==> src/rtl/ble_encoder_arbiter.sv <==
// Round-robin arbiter sharing one bluetooth_encoder between NUM_REQ requesters.
// Latches the winner's payload, runs start/done with a watchdog, returns the 144-bit packet.
module ble_encoder_arbiter #(
  parameter int NUM_REQ        = 2,
  parameter int TIMEOUT_CYCLES = 255
) (
  input  logic                  clk,
  input  logic                  reset,
  input  logic [NUM_REQ-1:0]    i_req,
  input  logic [32*NUM_REQ-1:0] i_req_data,
  input  logic [4*NUM_REQ-1:0]  i_req_cmd,
  output logic [NUM_REQ-1:0]    o_grant,
  output logic [NUM_REQ-1:0]    o_resp_valid,
  output logic [143:0]          o_resp_data,
  output logic                  o_resp_error,
  output logic                  o_busy,
  output logic [31:0]           o_enc_input_data,
  output logic [3:0]            o_enc_cmd,
  output logic                  o_enc_start,
  input  logic [143:0]          i_enc_output,
  input  logic                  i_enc_done
);

  localparam int              IW         = (NUM_REQ > 2) ? 2 : 1;
  localparam logic [7:0]      TMO        = 8'(TIMEOUT_CYCLES);
  localparam logic [IW-1:0]   LAST_RST   = IW'(NUM_REQ - 1);
  localparam logic [2:0]      ST_IDLE    = 3'd0;
  localparam logic [2:0]      ST_LAUNCH  = 3'd1;
  localparam logic [2:0]      ST_WAIT    = 3'd2;
  localparam logic [2:0]      ST_RESPOND = 3'd3;

  logic [2:0]         r_state,      w_state_nxt;
  logic [7:0]         r_cnt,        w_cnt_nxt;
  logic [IW-1:0]      r_last,       w_last_nxt;
  logic [IW-1:0]      r_owner,      w_owner_nxt;
  logic [NUM_REQ-1:0] r_grant,      w_grant_nxt;
  logic [NUM_REQ-1:0] r_resp_valid, w_resp_valid_nxt;
  logic [143:0]       r_resp_data,  w_resp_data_nxt;
  logic               r_resp_error, w_resp_error_nxt;
  logic               r_busy,       w_busy_nxt;
  logic [31:0]        r_enc_data,   w_enc_data_nxt;
  logic [3:0]         r_enc_cmd,    w_enc_cmd_nxt;
  logic               r_enc_start,  w_enc_start_nxt;

  int                 w_scan;
  logic               w_found;
  logic [IW-1:0]      w_winner;
  logic [NUM_REQ-1:0] w_onehot;
  logic               w_done_hit;
  logic               w_timeout;

  // Scan starts just after the previous owner, wrapping, so every requester gets a turn.
  always_comb begin
    w_found  = 1'b0;
    w_winner = '0;
    w_scan   = 0;
    for (int i = 1; i <= NUM_REQ; i++) begin
      w_scan = int'(r_last) + i;
      if (w_scan >= NUM_REQ) w_scan = w_scan - NUM_REQ;
      if (!w_found && i_req[w_scan[IW-1:0]]) begin
        w_found  = 1'b1;
        w_winner = w_scan[IW-1:0];
      end
    end
  end

  assign w_onehot   = {{(NUM_REQ-1){1'b0}}, 1'b1} << w_winner;
  // The encoder idles with done high, so a done seen on the first WAIT cycle is stale.
  assign w_done_hit = i_enc_done && (r_cnt != 8'd0);
  assign w_timeout  = (r_cnt == TMO);

  always_ff @(posedge clk or posedge reset) begin
    if (reset) begin
      r_state      <= ST_IDLE;
      r_cnt        <= 8'd0;
      r_last       <= LAST_RST;
      r_owner      <= '0;
      r_grant      <= '0;
      r_resp_valid <= '0;
      r_resp_data  <= '0;
      r_resp_error <= 1'b0;
      r_busy       <= 1'b0;
      r_enc_data   <= '0;
      r_enc_cmd    <= '0;
      r_enc_start  <= 1'b0;
    end else begin
      r_state      <= w_state_nxt;
      r_cnt        <= w_cnt_nxt;
      r_last       <= w_last_nxt;
      r_owner      <= w_owner_nxt;
      r_grant      <= w_grant_nxt;
      r_resp_valid <= w_resp_valid_nxt;
      r_resp_data  <= w_resp_data_nxt;
      r_resp_error <= w_resp_error_nxt;
      r_busy       <= w_busy_nxt;
      r_enc_data   <= w_enc_data_nxt;
      r_enc_cmd    <= w_enc_cmd_nxt;
      r_enc_start  <= w_enc_start_nxt;
    end
  end

  always_comb begin
    w_state_nxt = r_state;
    case (r_state)
      ST_IDLE:    if (w_found) w_state_nxt = ST_LAUNCH;
      ST_LAUNCH:  w_state_nxt = ST_WAIT;
      ST_WAIT:    if (w_done_hit || w_timeout) w_state_nxt = ST_RESPOND;
      ST_RESPOND: w_state_nxt = ST_IDLE;
      default:    w_state_nxt = ST_IDLE;
    endcase
  end

  always_comb begin
    w_cnt_nxt        = r_cnt;
    w_last_nxt       = r_last;
    w_owner_nxt      = r_owner;
    w_grant_nxt      = r_grant;
    w_resp_valid_nxt = r_resp_valid;
    w_resp_data_nxt  = r_resp_data;
    w_resp_error_nxt = r_resp_error;
    w_busy_nxt       = r_busy;
    w_enc_data_nxt   = r_enc_data;
    w_enc_cmd_nxt    = r_enc_cmd;
    w_enc_start_nxt  = r_enc_start;
    case (r_state)
      ST_IDLE: begin
        if (w_found) begin
          w_owner_nxt     = w_winner;
          w_grant_nxt     = w_onehot;
          w_enc_data_nxt  = i_req_data[32*int'(w_winner) +: 32];
          w_enc_cmd_nxt   = i_req_cmd[4*int'(w_winner) +: 4];
          w_enc_start_nxt = 1'b1;
          w_busy_nxt      = 1'b1;
        end
      end
      ST_LAUNCH: begin
        w_enc_start_nxt = 1'b0;
        w_cnt_nxt       = 8'd0;
      end
      ST_WAIT: begin
        w_cnt_nxt = r_cnt + 8'd1;
        if (w_done_hit) begin
          w_resp_data_nxt  = i_enc_output;
          w_resp_error_nxt = 1'b0;
          w_resp_valid_nxt = r_grant;
        end else if (w_timeout) begin
          w_resp_data_nxt  = '0;
          w_resp_error_nxt = 1'b1;
          w_resp_valid_nxt = r_grant;
        end
      end
      ST_RESPOND: begin
        w_resp_valid_nxt = '0;
        w_grant_nxt      = '0;
        w_busy_nxt       = 1'b0;
        w_last_nxt       = r_owner;
      end
      default: begin
        w_cnt_nxt        = 8'd0;
        w_grant_nxt      = '0;
        w_resp_valid_nxt = '0;
        w_resp_data_nxt  = '0;
        w_resp_error_nxt = 1'b0;
        w_busy_nxt       = 1'b0;
        w_enc_data_nxt   = '0;
        w_enc_cmd_nxt    = '0;
        w_enc_start_nxt  = 1'b0;
      end
    endcase
  end

  assign o_grant          = r_grant;
  assign o_resp_valid     = r_resp_valid;
  assign o_resp_data      = r_resp_data;
  assign o_resp_error     = r_resp_error;
  assign o_busy           = r_busy;
  assign o_enc_input_data = r_enc_data;
  assign o_enc_cmd        = r_enc_cmd;
  assign o_enc_start      = r_enc_start;

endmodule

==> config.mk <==
export PLATFORM = sky130hd
export DESIGN_NAME = ble_encoder_arbiter
export DESIGN_NICKNAME = d
export VERILOG_FILES = /design/src/rtl/ble_encoder_arbiter.sv
export SDC_FILE = /design/constraint.sdc
export NUM_CORES = 1
export LEC_CHECK = 0
export ABC_AREA = 0
export BUFFER_PORTS_ARGS = -buffer_cell sky130_fd_sc_hd__buf_2
export CORE_AREA = 2 2 158 160
export CTS_BUF_LIST = sky130_fd_sc_hd__clkbuf_4 sky130_fd_sc_hd__clkbuf_8 sky130_fd_sc_hd__clkbuf_16
export CTS_CLUSTER_DIAMETER = 150
export CTS_CLUSTER_SIZE = 24
export DETAILED_ROUTE_END_ITERATION = 10
export DIE_AREA = 0 0 160 162
export PLACE_DENSITY = 0.61
export SLEW_MARGIN = 5
export SYNTH_ARGS = -nofsm -noshare
export SYNTH_HDL_FRONTEND = slang
export SYNTH_SLANG_ARGS = --single-unit
==> constraint.sdc <==
create_clock -name clk -period 9.1 [get_ports clk]
set_clock_uncertainty 0.2 [all_clocks]
set_input_delay 0.455 -clock clk [delete_from_list [all_inputs] [get_ports clk]]
set_output_delay 0.455 -clock clk [all_outputs]
set_load 0.02 [all_outputs]
==> flow_summary_export.csv <==
group,metric,value,unit
run_status,outcome,"completed",
clock_tree,clockBufferDepth,2,
routing,wl,22600,um
cells_and_area,seqCellArea,0.00498,sq mm
floorplan,core_area,0.0241,sq mm
synth,yosysSeqAreaShare,0.648,
floorplan,fp-row-count,57,
clock_tree,clk_pin_slew,0.08,ns
timing,final_max_slew_viol_count,0,
floorplan,die_x,160,um
timing,setup_viol,0,
routing,wl_per_cell,17.3,um
timing,hold_viol_final,0,
synth,yosys_warnings,0,
global_route,grt_max_degree,136,
routing,vias,6184,
timing,tightest_slew,0.905,ns
timing,period_share,0.415,
placed_design,place_area,0.0100,sq mm
timing,period_minus_slack,3.78,ns
routing,ant_nets,0,
global_route,antenna_found_initial,2,
clock_tree,clk_latency,0.42,ns
timing,rsz0062_at_grt,"false",
clock_tree,cts_buffers,17,
global_route,grt_usage,0.172,
setup_path,timing.rr.start,"r_state[0]$_DFFE_PP0P_",
pwr,power.total,3.45,mW
placed_design,place_congestion,0.779,
placed_design,portBuffers,407,
setup_path,startpoint,"r_state[0]$_DFFE_PP0P_",
timing,relSlewSlack,0.396,
synth,async_flop_share,1.00,
clock_tree,cts_hold_buf,0,
synth,synth_seq_cells,199,
routing,first_pass_iters,5,
clock_tree,cts-resized-gates,0,
global_route,grt_pass1_vias,5891,
clock_tree,post_cts_buffers,0,
setup_path,crit_type,"reg -> reg",
timing,worst_slack,5.32,ns
cells_and_area,final_area,0.0106,sq mm
cells_and_area,nFillCells,2307,
setup_path,end_kind,"register",
routing,post_drt_via_cell_ratio,4.73,
pwr,cellPowerDensity,325,mW/mm^2
clock_tree,cts_root_buffer,"clkbuf_16",
cells_and_area,layout-drive-gt1-share,0.462,
floorplan,design.die.area,0.0259,sq mm
synth,syn-num-nets,809,
synth,synthCells,581,
hold_path,min-delay-path-class,"in -> async",
synth,synth_edf_count,0,
global_route,grt_pass1_wl,34700,um
run,cap_violations,0,
timing,setup_tns,0,ns
floorplan,start_util,0.319,
synth,netlist_area,0.00768,sq mm
global_route,grt.overflow.total,0,
setup_path,worstPathArrival,3.94,ns
synth,postSynthAreaPerCell,13.2,sq um
timing,clock.fmax,265,MHz
pwr,vdd_drop_max,0.127,mV
cells_and_area,multi_input_area,0.00247,sq mm
synth,synthDistinctLibCells,31,
placed_design,dpl.hpwl,16300,um
setup_path,crit_fanout,85,
synth,synth_ff_type,"dfrtp_1",
placed_design,dp_slack,5.33,ns
routing,drt_iter0_drc,379,
floorplan,io_pins,408,
cells_and_area,fin_nets,1198,
pwr,p_leak,5.93,nW
clock_tree,cts.sinks,199,
routing,drt_drc_violations_left,0,
clock_tree,cts_tree,"built",
floorplan,die_h,162,um
setup_path,required,9.25,ns
cells_and_area,areaGrowthSynthToFinish,38.3,%
setup_path,startpoint_type,"register",
clock_tree,htreeDepth,4,
[critical path, stage by stage (launching register included)]
cell,delay [ns]
dfrtp_1,0.40
inv_1,0.13
ha_1,0.44
or4b_1,0.49
o22a_1,0.24
o21ai_4,0.13
buf_4,0.51
buf_4,0.83
a22o_1,0.24
[logic make-up (layout without fill, tap and decap cells)]
kind of cell             after synthesis  count (layout)  synth area share
XOR/XNOR                               1               1           0.00114
buffers and inverters                 55             457            0.0337
multiplexers                          40              40            0.0523
other                                  0               1                 0
flip-flops                           199             199             0.648
adder cells (fa/ha/maj)                7               7            0.0114
AO/OA/AOI/OAI                        208             208             0.214
AND/OR/NAND/NOR                       71              71            0.0392
[sequential cells by signal (all words and copies together) (netlist names), 2 cells and up]
| name | count |
|---|---|
| o_enc_cmd | 4 |
| o_grant | 2 |
| r_cnt | 8 |
| r_state | 2 |
| o_resp_valid | 2 |
| o_resp_data | 144 |
| o_enc_input_data | 32 |
[routing by layer]
metal	GRT usage	wire length [um]	vias up
li1	-	-	2935
met1	0.231	9770	2944
met3	0.0513	1720	21
met4	0.0508	352	4
met2	0.269	10700	280
met5	0	26	-
[power by group]
part	leakage [nW]	internal, mW	switching (mW)
clock network	0.301	0.386	0.397
logic	2.94	0.474	0.875
registers	2.69	1.17	0.153
total	5.93	2.03	1.42
[stage by stage]
stage,utilization,std cells,hold slack (ns)
2_1_floorplan,-,581,0.268
3_3_place_gp,0.415,1275,0.257
3_5_place_dp,0.415,1275,0.266
4_1_cts,0.441,1307,0.0224
5_1_grt,0.441,1307,0.0105
6_report,0.441,1308,0.0291
[synthesized netlist by cell type (2+ instances only)]
cell type / instances / share of area
a21oi_1: 5 / 0.0033
a22o_1: 149 / 0.17
buf_2: 18 / 0.012
buf_4: 6 / 0.0059
clkbuf_1: 18 / 0.0088
dfrtp_1: 198 / 0.64
ha_1: 7 / 0.011
inv_1: 11 / 0.0054
mux2i_1: 39 / 0.051
nand2_1: 46 / 0.022
nand3_1: 6 / 0.0039
nand4_1: 2 / 0.0016
nor2_1: 10 / 0.0049
nor3_1: 2 / 0.0013
o21ai_0: 45 / 0.029
o22a_1: 2 / 0.0023
or3_1: 2 / 0.0016
or4b_1: 2 / 0.0026
[path summary, 6_finish.rpt]
kind                                              endpoint  slack, ns  cells past startpoint
setup / recovery               o_resp_data[58]$_DFFE_PP0P_       5.32                      8
hold / removal                         r_owner$_DFFE_PP0P_       0.03                      2
setup reg to reg               o_resp_data[58]$_DFFE_PP0P_       5.32                      8
hold reg to reg            o_enc_input_data[7]$_DFFE_PP0P_       0.28                      2
max in group asynchronous      o_resp_data[88]$_DFFE_PP0P_       7.26                      3
min in group clk               o_resp_data[61]$_DFFE_PP0P_       0.04                      2
[area by class of cell]
type	count	area share
Tap cell	324	0.0382
Timing Repair Buffer	414	0.197
Sequential cell	199	0.469
Clock inverter	14	0.0174
Clock buffer	18	0.0413
Antenna cell	1	0.000236
Inverter	11	0.00459
Multi-Input combinational cell	327	0.233
[cell usage in the layout (no fill, tap or decap), types with 7 or more instances in the layout]
cell       instances
a22o_1           149
buf_2            407
buf_4              7
clkbuf_16         17
dfrtp_1          198
ha_1               7
inv_1             10
mux2i_1           39
nand2_1           46
nor2_1             9
o21ai_0           45
No activity file was read; power rests on OpenSTA's default activity.
